$ cat src/rtl/alu_pkg.sv
// Shared ALU definitions: opcode/funct encodings, instruction and flag layouts.
package alu_pkg;

  localparam int unsigned OPC_W   = 2;
  localparam int unsigned FUNCT_W = 3;
  localparam int unsigned RSEL_W  = 2;
  localparam int unsigned FLAGS_W = 4;

  localparam logic [OPC_W-1:0] OP_R = 2'b00;

  typedef enum logic [FUNCT_W-1:0] {
    R_ADD = 3'b000,
    R_AND = 3'b001,
    R_OR  = 3'b010,
    R_SUB = 3'b011,
    R_XOR = 3'b100,
    R_SLL = 3'b101,
    R_SRL = 3'b110,
    R_SRA = 3'b111
  } funct_e;

  // Instruction word, MSB first: register selectors, funct, format bit, opcode.
  typedef struct packed {
    logic [RSEL_W-1:0] rsel;
    funct_e            funct;
    logic              fmt;
    logic [OPC_W-1:0]  opcode;
  } instr_t;

  // Flag word: bit3 V, bit2 C, bit1 N, bit0 Z.
  typedef struct packed {
    logic v;
    logic c;
    logic n;
    logic z;
  } flags_t;

  // An R-op is the only instruction class the ALU acts on.
  function automatic logic is_rop(input instr_t ins);
    return (ins.opcode == OP_R) && !ins.fmt;
  endfunction

endpackage

$ cat src/rtl/alu.sv
// Combinational ALU with a registered {V,C,N,Z} flag word.
module alu
  import alu_pkg::*;
#(
  parameter int unsigned DW = 8,
  parameter int unsigned IW = 8
) (
  input  logic          clk,
  input  logic          rst,
  input  logic [IW-1:0] instruction,
  input  logic [DW-1:0] rs1_data,
  input  logic [DW-1:0] rd_data,
  output logic [DW-1:0] out,
  output logic [3:0]    flags
);

  localparam int unsigned SW = $clog2(DW);

  instr_t        ins;
  logic          valid;
  logic          unused_rsel;

  logic          is_sub;
  logic [DW-1:0] opb;
  logic [DW:0]   sum;
  logic          add_v;

  logic [SW-1:0] shamt;
  logic [DW-1:0] res;
  logic          res_c;
  logic          res_v;

  flags_t        flags_d;
  flags_t        flags_q;

  // Field decode; register selectors are not ALU inputs.
  assign ins         = instr_t'(instruction[7:0]);
  assign valid       = is_rop(ins);
  assign unused_rsel = ^ins.rsel;
  assign shamt       = rs1_data[SW-1:0];

  // Shared adder: SUB inverts rs1 and injects the +1 as carry in.
  always_comb begin
    is_sub = (ins.funct == R_SUB);
    opb    = is_sub ? ~rs1_data : rs1_data;
    sum    = {1'b0, rd_data} + {1'b0, opb} + (DW+1)'(is_sub);
    add_v  = (rd_data[DW-1] == opb[DW-1]) && (sum[DW-1] != rd_data[DW-1]);
  end

  // Result mux and carry/overflow selection; invalid ops give zero.
  always_comb begin
    res   = '0;
    res_c = 1'b0;
    res_v = 1'b0;
    if (valid) begin
      unique case (ins.funct)
        R_ADD, R_SUB: begin
          res   = sum[DW-1:0];
          res_c = sum[DW];
          res_v = add_v;
        end
        R_AND:   res = rd_data & rs1_data;
        R_OR:    res = rd_data | rs1_data;
        R_XOR:   res = rd_data ^ rs1_data;
        R_SLL:   res = rd_data << shamt;
        R_SRL:   res = rd_data >> shamt;
        R_SRA:   res = DW'($signed(rd_data) >>> shamt);
        default: res = '0;
      endcase
    end
  end

  // Next flag word from the current result.
  always_comb begin
    flags_d   = '0;
    flags_d.v = res_v;
    flags_d.c = res_c;
    flags_d.n = res[DW-1];
    flags_d.z = (res == '0);
  end

  // Flag register: reset wins; invalid instructions leave flags untouched.
  always_ff @(posedge clk) begin
    if (rst) begin
      flags_q <= '0;
    end else if (valid) begin
      flags_q <= flags_d;
    end
  end

  assign out   = res;
  assign flags = flags_q;

endmodule

$ cat config.mk
export PLATFORM = sky130hd
export DESIGN_NAME = alu
export DESIGN_NICKNAME = d
export VERILOG_FILES = /design/src/rtl/alu_pkg.sv /design/src/rtl/alu.sv
export SDC_FILE = /design/constraint.sdc
export NUM_CORES = 1
export LEC_CHECK = 0
export ABC_AREA = 0
export CAP_MARGIN = 20
export CORE_ASPECT_RATIO = 0.5
export CORE_MARGIN = 2
export CORE_UTILIZATION = 48
export CTS_CLUSTER_DIAMETER = 150
export DETAILED_ROUTE_END_ITERATION = 6
export HOLD_SLACK_MARGIN = 0.03
export PLACE_DENSITY_LB_ADDON = 0.05
export SKIP_CTS_REPAIR_TIMING = 1
export SYNTH_ARGS = -nofsm -noshare
export SYNTH_HDL_FRONTEND = slang
export SYNTH_SLANG_ARGS = --single-unit
export TNS_END_PERCENT = 30
$ cat constraint.sdc
create_clock -name clk -period 3.4 [get_ports clk]
set_input_delay 0.68 -clock clk [delete_from_list [all_inputs] [get_ports clk]]
set_output_delay 0.68 -clock clk [all_outputs]
set_load 0.01 [all_outputs]
==> impl_metrics.csv <==
group,metric,value,unit
detailed_routing,routed_wl,7.47,mm
yosys,seq_area_frac_synth,4.30,%
global_routing,grt_pass1_wl,10.3,mm
pwr,powerDensity,189,nW/um^2
detailed_routing,drcViolationCount,0,
detailed_routing,drt_iter0_markers,270,
floorplanning,design.die.area,4430,um^2
outcome,status,"finished, final reports clean",
floorplanning,die_x,92.1,um
timing,worstMarginPinSlew,615,ps
yosys,synth_cell_types,63,
critical_path,critPathLaunch,"rd_data[1]",
detailed_routing,wl_per_cell,18.8,um
run,maxCapViolCount,0,
timing,hold_viol_final,0,
yosys,synth_area_leaders,"ha_1 17%, o21ai_0 5.9%, mux2i_1 5.4%",
place,gp_congestion,0.934,
detailed_routing,vias_per_cell,6.11,
timing,fin_crit,3380,ps
critical_path,crit_fanout,7,
place,dp_cells,385,
clocking,numClockSinks,4,
timing,max_freq,0.295,GHz
yosys,synth-edff-count,0,
cells_and_area,final_area,2990,um^2
critical_path,r2r_start,"flags[3]",
cells_and_area,largest_register_ffs,4,
clocking,cts.htree.levels,1,
timing,rsz0062_at_grt,"true",
floorplanning,start_util,52.2,%
detailed_routing,dr.pass1.iters,5,
cells_and_area,drive_gt1_share,36.3,%
clocking,clk_latency,210,ps
pwr,leakagePower,1.52,nW
global_routing,grt_pass1_vias,2082,
yosys,synthesis.nets,298,
clocking,cts-buffers-inserted,3,
yosys,netlist_instances,246,
global_routing,grt_max_degree,27,
cells_and_area,diodes,0,
global_routing,antenna_found_initial,0,
place,hpwl,5.25,mm
critical_path,crit_arrival,2700,ps
place,dpl_cell_area,2680,um^2
clocking,clkSlewWorstSetupHoldPaths,30,ps
cells_and_area,nFillCells,217,
critical_path,cp_slowest_cell,"clkdlybuf4s50_1",
yosys,yosysWarnings,0,
min_path,min-delay-start,"flags[2]",
floorplanning,io_pins,38,
detailed_routing,drtAntennaViolNets,0,
yosys,synthArstFlopShare,0,%
min_path,hp-class,"reg -> reg",
yosys,synthTopCellsByCount,"25 x ha_1, 22 x o21ai_0, 18 x nand2_1",
timing,clock_skew,0,ps
clocking,cts_root_buf,"clkbuf_8",
critical_path,critical-path-max-stage-delay,520,ps
critical_path,start_kind,"input port",
yosys,netlist_area,1860,um^2
timing,slew_violations,0,
yosys,synth.most_common_cell,"ha_1",
yosys,yosysTopAreaCell,"ha_1",
critical_path,crit_type,"in -> out",
timing,period_share,99.6,%
timing,relSlewSlack,58.7,%
critical_path,required,2720,ps
cells_and_area,syn_to_final_growth,60.7,%
floorplanning,coreArea,3570,um^2
floorplanning,fp.dieH,48.1,um
floorplanning,row_count,15,
critical_path,path_cells,"clkdlybuf4s50_1, buf_4, mux2i_1, mux2_2, o22ai_1, o2bb2ai_1, o21ai_1, a21oi_2, clkbuf_2",
global_routing,grtUsageTotal,30.3,%
yosys,synth_top_area_share,16.8,%
cells_and_area,num-nets-final,401,
cells_and_area,fin_cells,398,
yosys,postSynthAreaPerCell,7.57,um^2
clocking,cts_tree,"built",
global_routing,grt.overflow.total,0,
timing,setup_violations,0,
place,portBuffers,35,
pwr,vdd.ir_drop.worst,0.282,mV
clocking,clock_path_buffers,2,
yosys,ys_ff_latch,4,
detailed_routing,vias,2431,
timing,fin_hold_ws,475,ps
critical_path,critPathCaptureType,"output pin",
yosys,synth_flop_cell,"dfxtp_1",
==> routing by layer <==
layer	global-route usage, %	part of all wire, %	wire (um)	up-vias
met1	44.6	46	3420	1157
li1	-	-	-	1108
met3	1.26	8.1	606	10
met2	50.9	45	3350	156
met5	0	0	0	-
met4	5.97	1.3	95	0
==> worst max-delay path, delay by kind of cell <==
family / cells / cell delay (ps)
multiplexers: 2 / 390
buffers and inverters: 3 / 870
AO/OA/AOI/OAI: 4 / 760
==> where the power goes <==
group	internal (mW)	leakage, nW	switching (mW)
registers	0.0488	0.0324	0.000964
clock network	0.0753	0.0216	0.0225
logic	0.214	1.47	0.205
==> path summary, 6_finish.rpt <==
check | endpoint | slack [ps] | cells past startpoint
max | out[5] | 20 | 9
min | flags[2] | 470 | 2
max reg2reg | flags[3] | 2600 | 2
min reg2reg | flags[2] | 470 | 2
==> placed cells by master (no fill, tap or decap), types with 6 or more instances in the layout <==
cell type / instances
a21oi_1: 9
a21oi_2: 6
buf_4: 73
clkdlybuf4s50_1: 18
dlymetal6s2s_1: 14
ha_1: 24
inv_1: 15
mux2i_1: 10
nand2_1: 18
nor2_1: 15
nor2b_1: 10
o21ai_0: 18
xnor2_1: 8
==> cell families (layout without fill, tap and decap cells) <==
group                      count (synthesis)  count (layout)  synth area share, %
AOI/OAI and AO/OA                         81              81                 29.3
and+or+nand+nor                           73              73                 21.7
buffers and inverters                     36             137                 11.1
adders and majority gates                 26              26                 17.9
muxes                                     15              15                 10.6
xor gates and xnor gates                  11              11                 5.17
DFF                                        4               4                 4.30
==> through the flow <==
stage / util [%] / setup slack, ps / total power [mW] / setup TNS, ps
4_1_cts: 76.4 / -824 / 0.513 / -5440
3_5_place_dp: 75.2 / -807 / 0.410 / -5450
6_report: 84.0 / 15.1 / 0.567 / 0
2_1_floorplan: - / 7.42 / 0.244 / 0
5_1_grt: 84.0 / -57.8 / 0.599 / -166
3_3_place_gp: 75.2 / -720 / 0.399 / -4970
==> area by class of cell <==
type                    instances  area [um^2]  share of cell area (%)
repair buffers                115         1040                    34.6
flip-flops and latches          4         80.1                    2.67
well taps                      51         63.8                    2.13
clock buffers                   3         41.3                    1.38
multi-input cells             206         1700                    56.8
inverters                      19         71.3                    2.38
Power figures use the tool's default switching activity.
